$ cat config.mk
export PLATFORM = sky130hd
export DESIGN_NAME = wave_gen_flat
export DESIGN_NICKNAME = d
export VERILOG_FILES = /design/src/rtl/wave_if.sv /design/src/rtl/wave_gen.sv /design/src/flat_wrapper.sv
export SDC_FILE = /design/constraint.sdc
export NUM_CORES = 1
export LEC_CHECK = 0
export ABC_AREA = 1
export BUFFER_PORTS_ARGS = -buffer_cell sky130_fd_sc_hd__buf_2
export CORE_UTILIZATION = 57
export CTS_BUF_LIST = sky130_fd_sc_hd__clkbuf_16
export CTS_CLUSTER_DIAMETER = 30
export DETAILED_ROUTE_END_ITERATION = 12
export PLACE_DENSITY = 0.79
export SLEW_MARGIN = 15
export SYNTH_ARGS = -nofsm -noshare
export SYNTH_HDL_FRONTEND = slang
export SYNTH_SLANG_ARGS = --single-unit
$ cat constraint.sdc
create_clock -name sysclk -period 4.64 [get_ports sysclk]
set_input_delay 0.696 -clock sysclk [delete_from_list [all_inputs] [get_ports sysclk]]
set_output_delay 0.696 -clock sysclk [all_outputs]
set_load 0.005 [all_outputs]
$ cat src/rtl/wave_if.sv
// Signal bundle between the waveform controller (switches / bench) and wave_gen.
// The generator sits on the slave side; whoever sets run control and frequency is the master.
interface wave_if;
    logic       enable;
    logic [9:0] freq;
    logic [1:0] wave_sel;
    logic [9:0] data_out;
    logic       load;
    logic       phase_wrap;

    modport master (
        output enable,
        output freq,
        output wave_sel,
        input  data_out,
        input  load,
        input  phase_wrap
    );

    modport slave (
        input  enable,
        input  freq,
        input  wave_sel,
        output data_out,
        output load,
        output phase_wrap
    );
endinterface

$ cat src/rtl/wave_gen.sv
// Sample-rate divider, phase accumulator and waveform shaper feeding spi2dac.
// One sample per DIV sysclk cycles: data_out updates one cycle after the tick, load one cycle later.
module wave_gen #(
    parameter int DIV   = 5000,
    parameter int ACC_W = 16
) (
    input  logic       sysclk,
    input  logic       rst_n,
    wave_if.slave      bus,
    output logic [1:0] dbg_state_o
);

    localparam int                CNT_W   = (DIV > 2) ? $clog2(DIV) : 1;
    localparam logic [CNT_W-1:0]  CNT_MAX = CNT_W'(DIV - 1);

    // Handshake: load is a one-cycle strobe with no back-pressure; data_out is
    // valid whenever load is high and holds until the next sample's stage-1 update.
    typedef enum logic [1:0] {
        ST_IDLE   = 2'd0,
        ST_STROBE = 2'd1
    } state_t;

    state_t             state_q, state_d;
    logic [CNT_W-1:0]   cnt_q, cnt_d;
    logic [ACC_W-1:0]   phase_q, phase_d;
    logic               wrap_q, wrap_d;
    logic [9:0]         data_q, data_d;
    logic               load_q, load_d;
    logic               pwrap_q, pwrap_d;

    logic               tick;
    logic [ACC_W:0]     sum;
    logic [9:0]         p;
    logic [9:0]         shaped;

    assign sum = {1'b0, phase_q} + {{(ACC_W - 9){1'b0}}, bus.freq};
    assign p   = sum[ACC_W-1 -: 10];

    always_comb begin
        shaped = p;
        case (bus.wave_sel)
            2'b00:   shaped = p;
            2'b01:   shaped = p[9] ? ~{p[8:0], 1'b0} : {p[8:0], 1'b0};
            2'b10:   shaped = {10{~p[9]}};
            default: shaped = 10'd512;
        endcase
    end

    always_comb begin
        cnt_d   = cnt_q;
        tick    = 1'b0;
        phase_d = phase_q;
        wrap_d  = wrap_q;
        data_d  = data_q;
        load_d  = 1'b0;
        pwrap_d = 1'b0;
        state_d = state_q;

        if (bus.enable) begin
            if (cnt_q == CNT_MAX) begin
                cnt_d = '0;
                tick  = 1'b1;
            end else begin
                cnt_d = cnt_q + CNT_W'(1);
            end
        end else begin
            cnt_d = '0;
        end

        case (state_q)
            ST_STROBE: begin
                load_d  = 1'b1;
                pwrap_d = wrap_q;
                state_d = ST_IDLE;
            end
            default: state_d = ST_IDLE;
        endcase

        // Tick overrides the idle transition; DIV >= 2 keeps it out of the strobe cycle.
        if (tick) begin
            phase_d = sum[ACC_W-1:0];
            wrap_d  = sum[ACC_W];
            data_d  = shaped;
            state_d = ST_STROBE;
        end
    end

    always_ff @(posedge sysclk or negedge rst_n) begin
        if (!rst_n) begin
            state_q <= ST_IDLE;
            cnt_q   <= '0;
            phase_q <= '0;
            wrap_q  <= 1'b0;
            data_q  <= '0;
            load_q  <= 1'b0;
            pwrap_q <= 1'b0;
        end else begin
            state_q <= state_d;
            cnt_q   <= cnt_d;
            phase_q <= phase_d;
            wrap_q  <= wrap_d;
            data_q  <= data_d;
            load_q  <= load_d;
            pwrap_q <= pwrap_d;
        end
    end

    assign bus.data_out   = data_q;
    assign bus.load       = load_q;
    assign bus.phase_wrap = pwrap_q;
    assign dbg_state_o    = state_q;

endmodule

$ cat src/flat_wrapper.sv
// flat-port wrapper written by rule: the top's interface ports become plain ports
module wave_gen_flat 
#(
    parameter int DIV   = 5000,
    parameter int ACC_W = 16
)
  (sysclk, rst_n, dbg_state_o, bus_enable, bus_freq, bus_wave_sel, bus_data_out, bus_load, bus_phase_wrap);
  wave_if bus_i ();
  input  logic sysclk;
  input  logic rst_n;
  output logic [1:0] dbg_state_o;
  input wire logic [$bits(bus_i.enable)-1:0] bus_enable;
  input wire logic [$bits(bus_i.freq)-1:0] bus_freq;
  input wire logic [$bits(bus_i.wave_sel)-1:0] bus_wave_sel;
  output wire logic [$bits(bus_i.data_out)-1:0] bus_data_out;
  output wire logic [$bits(bus_i.load)-1:0] bus_load;
  output wire logic [$bits(bus_i.phase_wrap)-1:0] bus_phase_wrap;
  assign bus_i.enable = bus_enable;
  assign bus_i.freq = bus_freq;
  assign bus_i.wave_sel = bus_wave_sel;
  assign bus_data_out = bus_i.data_out;
  assign bus_load = bus_i.load;
  assign bus_phase_wrap = bus_i.phase_wrap;
  wave_gen #(.DIV(DIV), .ACC_W(ACC_W)) u_core (.sysclk(sysclk), .rst_n(rst_n), .bus(bus_i), .dbg_state_o(dbg_state_o));
endmodule
# Word level (Yosys, flattened, before mapping)
# Cells that the tools add are included.
[word_totals]
latchBits = 0
regBits = 43
mem_bits_rw = 0
romBits = 0
input_bits = 15
mem_count = 0
[classes]
order_cmp = 0
n_eq_ne = 4
div_mod_pow = 0
add_sub_neg = 2
n_mux = 9
shift = 0
bitwise = 2
mul = 0
reduce_logical = 1
[op_table]
columns = ["cell", "n"]
rows = [
  ["10-bit one-hot mux with 3 select lines", 1],
  ["13-bit two-way mux", 2],
  ["16-bit by 10-bit adder with 17-bit output", 1],
  ["13-bit by 1-bit adder with 13-bit output, second input constant", 1],
  ["13-bit == test, second input constant", 1],
  ["10-bit two-way mux", 1],
  ["10-bit inverter", 1],
  ["1-bit two-way mux", 5],
  ["2-bit by 1-bit == test with 1-bit output, second input constant", 1],
  ["2-bit == test, second input constant", 1],
  ["2-bit logical NOT", 1],
  ["1-bit == test, second input constant", 1],
  ["1-bit inverter", 1],
]

# Logic depth before layout (Yosys ltp)
# Gate-level depths: netlist of run 1.
[depth]
word_depth = 4
depth_mapped = 17
depth_no_buf = 17

# Least setup slack after synthesis of run 1
# Ideal clock, no wire load.
[synth_timing]
kind = "input-to-reg"
from = "in bus_freq[0]"
to = "reg u_core.data_q[6], in the netlist u_core.bus.data_out[6]"
slack_ps = 2411
cell_stages = 17
arrival_ps = 2113
setup_ps = 116
path_cell_list = "ha_1 > inv_1 > fa_1 > inv_1 > nand3_1 > nand3_1 > nand3_1 > nand3_1 > nand2_1 > nand2_1 > inv_1 > nand2_1 > nand2_1 > inv_1 > nand2_1 > nand2_1 > nand2_1"
[synth_between]
elab_chain_cells = 4
[synth_lines]
columns = ["item", "line_no", "rtl"]
rows = [
  ["from (decl)", "flat_wrapper.sv:13", "input wire logic [$bits(bus_i.freq)-1:0] bus_freq;"],
  ["16-bit by 10-bit adder with 17-bit output *", "wave_gen.sv:36", "assign sum = {1'b0, phase_q} + {{(ACC_W - 9){1'b0}}, bus.freq};"],
  ["10-bit inverter", "wave_gen.sv:43", "2'b01: shaped = p[9] ? ~{p[8:0], 1'b0} : {p[8:0], 1'b0};"],
  ["10-bit two-way mux", "wave_gen.sv:43", ""],
  ["10-bit one-hot mux with 3 select lines *", "wave_gen.sv:41", "case (bus.wave_sel)"],
  ["to (signal assigned)", "wave_gen.sv:102", "data_q <= data_d;"],
  ["to (decl)", "wave_gen.sv:27", "logic [9:0] data_q, data_d;"],
]
# Mark *: on every way between the ends. The rest lies on a longest branch, timed or not.
# A chain may end at the register's enable or synchronous reset.

# Final worst setup path of run 1
[layout_timing]
from = "reg u_core.cnt_q[3]"
to = "reg u_core.phase_q[5]"
[layout_between]
elab_chain_cells = 3
[layout_lines]
columns = ["item", "line_no", "rtl"]
rows = [
  ["from (decl)", "wave_gen.sv:24", "logic [CNT_W-1:0] cnt_q, cnt_d;"],
  ["from (signal assigned)", "wave_gen.sv:99", "cnt_q <= cnt_d;"],
  ["13-bit == test", "wave_gen.sv:60", "if (cnt_q == CNT_MAX) begin"],
  ["1-bit two-way mux", "wave_gen.sv:60", ""],
  ["1-bit two-way mux", "wave_gen.sv:59", "if (bus.enable) begin"],
  ["to (signal assigned)", "wave_gen.sv:100", "phase_q <= phase_d;"],
  ["to (decl)", "wave_gen.sv:25", "logic [ACC_W-1:0] phase_q, phase_d;"],
]
# Every way passes these cells.

==> out/results.md, run 1 <==
| Item | Reported | Unit |
|---|---|---|
| Switching share of total power | 27.18 | % |
| Max capacitance violation total | 0 | - |
| Combinational power share | 16.0 | % |
| Hold WC Path Type | reg2reg | - |
| IO buf count | 27 | - |
| Overall power after layout | 957.7 | uW |
| Final WL | 5826 | um |
| Number of distinct library cell variants in the gate-level netlist after synthesis | 32 | - |
| Antenna violations before repair | 0 | - |
| Initial Util | 59.18 | % |
| Count of vias placed by the detailed router | 2579 | - |
| Clock Path Buffers | 2 | - |
| Final period utilization | 54.16 | % |
| Number of levels in the clock H-tree | 2 | - |
| Proportion of netlist area held by the largest area contributor | 38.50 | % |
| Number of clock buffers inserted by TritonCTS | 5 | - |
| Hold path startpoint | u_core.dbg_state_o[0] | - |
| Io pins | 29 | - |
| Min-Delay Path Depth | 0 | - |
| Internal power consumption | 697.3 | uW |
| DR DRC count | 0 | - |
| Die outline area | 5188 | um2 |
| Total standard cell area after synthesis | 2795 | um2 |
| Largest net degree at the start of global routing | 44 | - |
| Sw Pwr | 260.3 | uW |
| Start point of the critical path | u_core.cnt_q[3] | - |
| Cell accounting for the most synthesized area | sky130_fd_sc_hd__dfrtp_1 | - |
| Routability congestion estimate | 0.9238 | - |
| Critical path launch point type | register | - |
| Cell Pwr Density | 306.4 | nW/um2 |
| Worst slew margin relative to its limit | 30.82 | % |
| Layout cell share with drive strength beyond 1 | 10.14 | % |
| RSZ-0062 raised after global routing | no | - |
| Fin Hold WS | 0.4644 | ns |
| Number of failing hold endpoints at the final stage | 0 | - |
| Buffer count from post-CTS setup fixing | 0 | - |
| Net Count, Synth | 435 | - |
| Count of mapped cells out of synthesis | 408 | - |
| Data arrival at the endpoint of the critical path | 2.70 | ns |
| CP Class | reg2reg | - |
| Number of flip-flops and latches in the synthesized netlist | 43 | - |
| Final setup viols | 0 | - |
| Setup clock skew after layout | 0.008729 | ns |
| Type of element capturing the critical path | register | - |
| Total number of nets in the final design | 460 | - |
| TritonCTS Sinks | 43 | - |
| Ys flop type | sky130_fd_sc_hd__dfrtp_1 | - |
| Async SR Flop Fraction | 100.0 | % |
| Wire length per cell after detailed routing | 11.63 | um |
| Resized Gates After CTS | 0 | - |
| Routed Antenna Nets | 0 | - |
| Worst vdd rail ir drop | 0.0001817 | V |
| Overflow after GRT | 0 | - |
| Register-to-Register Path Depth | 5 | - |
| Number of synthesized flops with an enable pin | 0 | - |
| Height of the chip | 72.03 | um |
| Worst Tran Pin Value | 1.037 | ns |
| Number of filler cells placed in the layout | 409 | - |
| Post-DR vias/cell | 5.148 | - |
| Synthesis-to-finish area growth | 11.82 | % |
| GRT Total Usage | 25.64 | % |
| Synth top area cells | sky130_fd_sc_hd__dfrtp_1, sky130_fd_sc_hd__nand2_1, sky130_fd_sc_hd__inv_1 | - |
| Share of the yosys chip area belonging to registers | 38.50 | % |
| Cts-stage hold buffer count | 0 | - |
| FP Rows | 25 | - |
| Synthesized area divided by synthesized cell count | 6.851 | um2 |
| Vias in the first global route | 2529 | - |
| Die Span X | 72.03 | um |
| Seq pwr share | 41.7 | % |
| Most frequent cell after synthesis | sky130_fd_sc_hd__nand2_1 | - |
| Count of synthesis-stage warnings from yosys | 0 | - |
| First-pass iteration count of the detailed router | 4 | - |
| Clock Latency Late Sink | 0.29 | ns |
| FMAX | 398.0 | MHz |
| Antenna diode count | 0 | - |
| Max-slew violations | 0 | - |
| Final std cell area, no fill | 3126 | um2 |
| TritonCTS clock tree | yes | - |
| Most numerous cell types in the synthesized netlist | sky130_fd_sc_hd__nand2_1, sky130_fd_sc_hd__inv_1, sky130_fd_sc_hd__dfrtp_1, sky130_fd_sc_hd__nand3_1, sky130_fd_sc_hd__nor2_1 | - |
| Reg-to-reg startpoint | u_core.cnt_q[3] | - |
| Final setup TNS | 0 | ns |
| Detailed router's first-iteration violation count | 138 | - |
| Core ar. | 4723 | um2 |
| Global-route wire length before repair | 10420 | um |
| Cell area after placement | 2957 | um2 |
| Clock period minus final worst setup slack | 2.513 | ns |
| Worst-path fanout max | 40 | - |
| Detailed-placement wirelength estimate | 4257 | um |
| Leakage | 0.001788 | uW |
| CP required | 4.83 | ns |
| Clock edge transition at the registers on the reported setup and hold paths | 0.07 | ns |
| Relative contribution of the clock network to total power | 42.3 | % |
| Status | finished clean | - |
| Buffer cell driving the clock tree root | sky130_fd_sc_hd__clkbuf_16 | - |
==> cell usage in the layout, fill, tap and decap left out, drive strengths merged <==
| cell | netlist | final |
|---|---|---|
| a31oi | 1 | 1 |
| nor4 | 1 | 1 |
| bufinv | 0 | 1 |
| and2 | 1 | 1 |
| a221oi | 1 | 1 |
| xnor2 | 3 | 3 |
| nand2 | 164 | 164 |
| o21a | 1 | 1 |
| clkinv | 0 | 2 |
| dfrtp | 43 | 43 |
| o211ai | 1 | 1 |
| o21bai | 1 | 1 |
| nand4 | 6 | 6 |
| xor2 | 6 | 6 |
| inv | 58 | 58 |
| ha | 11 | 11 |
| conb | 1 | 1 |
| nand3 | 34 | 34 |
| nor3b | 3 | 3 |
| buf | 8 | 27 |
| a21o | 1 | 1 |
| clkbuf | 1 | 5 |
| nor3 | 8 | 8 |
| o21ai | 19 | 19 |
| nor2 | 25 | 25 |
| or2 | 1 | 1 |
| fa | 1 | 1 |
| a21oi | 8 | 8 |
==> layer usage <==
layer	up-vias	part of all wire, %	track usage, %
li1	1324	-	-
met1	1171	44	29.72
met5	-	0	0
met2	62	48	44.13
met3	22	4.1	4.722
met4	0	4.2	15.69
==> cell families (layout without fill, tap and decap cells) <==
kind of cell | Yosys count | in the layout | synth area share, %
compound gates | 33 | 33 | 6.446
xor+xnor | 9 | 9 | 2.820
fa+ha+maj | 12 | 12 | 5.640
buf+inv | 67 | 93 | 9.848
flops | 43 | 43 | 38.50
other cells | 1 | 1 | 0.1342
simple gates | 243 | 243 | 36.62
==> state kept, by name, indices dropped and copies added (netlist names) <==
signal / flops
u_core.wrap_q: 1
u_core.bus.phase_wrap: 1
u_core.cnt_q: 13
u_core.bus.data_out: 10
u_core.phase_q: 16
u_core.dbg_state_o: 1
u_core.bus.load: 1
==> final cells by class <==
class                   count  area (um2)  area share [%]
clock buffers               5       125.1           4.003
clock inverters             3       43.79           1.401
inverters                  58       217.7           6.966
multi-input cells         298        1444           46.20
flip-flops and latches     43        1076           34.43
well taps                  67       83.83           2.682
repair buffers             27       135.1           4.323
==> power by group through the flow <==
stage	Clock [uW]	Combinational [uW]	Sequential (uW)
CTS	412	153	400
floorplan	0	111	404
finish	405	153	400
detailed placement	0	152	407
global route	425	178	402
global placement	0	148	406
==> per-stage QoR <==
step                std cells  worst slack (ns)  util [%]
floorplan                 408             2.411         -
global placement          493             2.058     62.60
detailed placement        493             1.999     62.60
CTS                       501             2.099     66.17
global route              501             1.799     66.17
finish                    501             2.127     66.17
==> critical path: stages, from the launching register on <==
cell,delay [ns]
sky130_fd_sc_hd__dfrtp_1,0.43
sky130_fd_sc_hd__nor4_1,0.28
sky130_fd_sc_hd__nand3_1,0.16
sky130_fd_sc_hd__nor2_2,0.50
sky130_fd_sc_hd__inv_1,0.64
sky130_fd_sc_hd__o21ai_0,0.38
==> path summary, 6_finish.rpt <==
| kind | endpoint | slack [ns] |
|---|---|---|
| max | u_core.phase_q[5] | 2.13 |
| min | u_core.bus.load | 0.46 |
| max reg2reg | u_core.phase_q[5] | 2.13 |
| min reg2reg | u_core.bus.load | 0.46 |
| max in group asynchronous | u_core.bus.data_out[9] | 3.47 |
| min in group asynchronous | u_core.phase_q[10] | 0.57 |
(Power assumes the default switching activity.)
==> run 2, diff against run 1 <==
==> constraint.sdc (replaced) <==
create_clock -name sysclk -period 2.35 [get_ports sysclk]
set_input_delay 0.3525 -clock sysclk [delete_from_list [all_inputs] [get_ports sysclk]]
set_output_delay 0.3525 -clock sysclk [all_outputs]
set_load 0.005 [all_outputs]
==> out/results.md, run 2 (synthesized netlist as in run 1, its figures left out) <==
| Item | Reported | Unit |
|---|---|---|
| Biggest cell delay along the critical path | 0.38 | ns |
| Clock edge transition at the registers on the reported setup and hold paths | 0.06 | ns |
| CP Class | reg2reg | - |
| CP max stage cell | sky130_fd_sc_hd__dfrtp_1 | - |
| TritonCTS Sinks | 43 | - |
| Routability congestion estimate | 0.9728 | - |
| Clock Latency Late Sink | 0.28 | ns |
| Final setup TNS | 0 | ns |
| DR DRC count | 0 | - |
| Total number of nets in the final design | 465 | - |
| Wire length per cell after detailed routing | 11.61 | um |
| RSZ-0062 raised after global routing | no | - |
| Worst-path fanout max | 11 | - |
| Count of vias placed by the detailed router | 2554 | - |
| CP required | 2.57 | ns |
| Detailed-placement wirelength estimate | 4485 | um |
| Die outline area | 5188 | um2 |
| Worst slew margin relative to its limit | 58.10 | % |
| Most frequent cell on the critical path | sky130_fd_sc_hd__nand2_1 | - |
| Buffer cell driving the clock tree root | sky130_fd_sc_hd__clkbuf_16 | - |
| Leakage | 0.001816 | uW |
| Antenna violations before repair | 0 | - |
| Number of clock buffers inserted by TritonCTS | 5 | - |
| Vias in the first global route | 2392 | - |
| Max-slew violations | 0 | - |
| Critical path launch point type | register | - |
| Antenna diode count | 0 | - |
| Seq. cell area | 1076 | um2 |
| Most frequent standard cell in the layout excluding fill and tap cells | sky130_fd_sc_hd__nand2_1 | - |
| Max capacitance violation total | 0 | - |
| Detailed router's first-iteration violation count | 142 | - |
| Overflow after GRT | 0 | - |
| Setup clock skew after layout | 0.004056 | ns |
| Most frequent cells in the layout | sky130_fd_sc_hd__nand2_1, sky130_fd_sc_hd__inv_1, sky130_fd_sc_hd__dfrtp_1 | - |
| FP Rows | 25 | - |
| Die Span X | 72.03 | um |
| Worst Tran Pin Value | 0.6285 | ns |
| IO buf count | 27 | - |
| Initial Util | 59.18 | % |
| Critical path buffers and inverters | 1 | - |
| Hold WC Path Type | in2async | - |
| Clock Path Buffers | 2 | - |
| First-pass iteration count of the detailed router | 4 | - |
| Worst vdd rail ir drop | 0.0003263 | V |
| Clock period minus final worst setup slack | 2.109 | ns |
| Io pins | 29 | - |
| Global-route wire length before repair | 10030 | um |
| Total area of multi-input combinational cells | 1451 | um2 |
| Layout cell share with drive strength beyond 1 | 11.19 | % |
| Cell type group with the largest total delay on the critical path | simple AND/OR/NAND/NOR gates | - |
| Largest net degree at the start of global routing | 41 | - |
| Register bank with the most flops | u_core.phase_q | - |
| Data arrival at the endpoint of the critical path | 2.33 | ns |
| Routed Antenna Nets | 0 | - |
| Height of the chip | 72.03 | um |
| TritonCTS clock tree | yes | - |
| Cts-stage hold buffer count | 0 | - |
| Cell Pwr Density | 589.2 | nW/um2 |
| Critical-path cell list | ha_1 > nand2_1 > o21ai_1 > nand2_1 > nand2_2 > nand2_1 > nand2_2 > nand2_2 > nand2_1 > inv_1 > nand2_1 > nand2_1 > nand2_1 | - |
| Number of levels in the clock H-tree | 2 | - |
| FMAX | 474.1 | MHz |
| Core ar. | 4723 | um2 |
| Synthesis-to-finish area growth | 13.07 | % |
| GRT Total Usage | 24.80 | % |
| Final WL | 5863 | um |
| Type of element capturing the critical path | register | - |
| Post-DR vias/cell | 5.057 | - |
| Final setup viols | 0 | - |
| Max reg flops | 16 | - |
| Number of failing hold endpoints at the final stage | 0 | - |
| Number of filler cells placed in the layout | 406 | - |
| Share of the core filled with cells | 66.91 | % |
| Final period utilization | 89.76 | % |
| Status | finished clean | - |
[run 2: final timing paths]
path,from,to,slack [ns],depth (start not counted)
worst max-delay path,u_core.phase_q[9],u_core.bus.data_out[4],0.24,13
worst min-delay path,rst_n,u_core.bus.load,0.09,1
worst max register to register,u_core.phase_q[9],u_core.bus.data_out[4],0.24,13
worst min register to register,u_core.dbg_state_o[0],u_core.bus.load,0.42,0
max in group asynchronous,rst_n,u_core.phase_q[12],1.68,2
min in group sysclk,bus_enable,u_core.cnt_q[4],0.41,3
[run 2: cell type report]
cell class | count | area share (%)
Multi-Input combinational cell | 298 | 45.92
Sequential cell | 43 | 34.05
Inverter | 58 | 6.888
Timing Repair Buffer | 32 | 5.463
Clock buffer | 5 | 3.959
Tap cell | 67 | 2.652
Clock inverter | 2 | 1.069
[run 2: what timing repair did]
action | 4_1_cts | 5_1_grt
gates resized for setup | 0 | 2
endpoints found under the setup margin | 0 | 1
setup buffers | 0 | 0
[run 2: power breakdown]
| group | internal (uW) | leakage (uW) | total (uW) | switching, uW |
|---|---|---|---|---|
| logic | 113 | 0.00117 | 308 | 195 |
| registers | 769 | 0.000563 | 790 | 21.5 |
| clock network | 491 | 0.0000811 | 764 | 272 |
| total | 1370 | 0.00182 | 1860 | 489 |
[run 2: per-layer routing]
metal / global-route usage (%) / wire, um
met1: 29.34 / 2635
met2: 44.55 / 2890
met3: 3.472 / 173
met4: 11.55 / 165
met5: 0 / 0
[run 2: through the flow]
stage	area [um2]	setup WS, ns	hold slack [ns]	std cells	total power [uW]
after global placement	2994	0.1343	0.3910	498	1103
after floorplan	2795	0.4644	0.05691	408	1018
final	3161	0.2407	0.08525	505	1862
after CTS	3153	0.1276	0.1101	505	1877
after detailed placement	2994	0.09769	0.4062	498	1109
after global routing	3161	0.03363	0.1333	505	1950
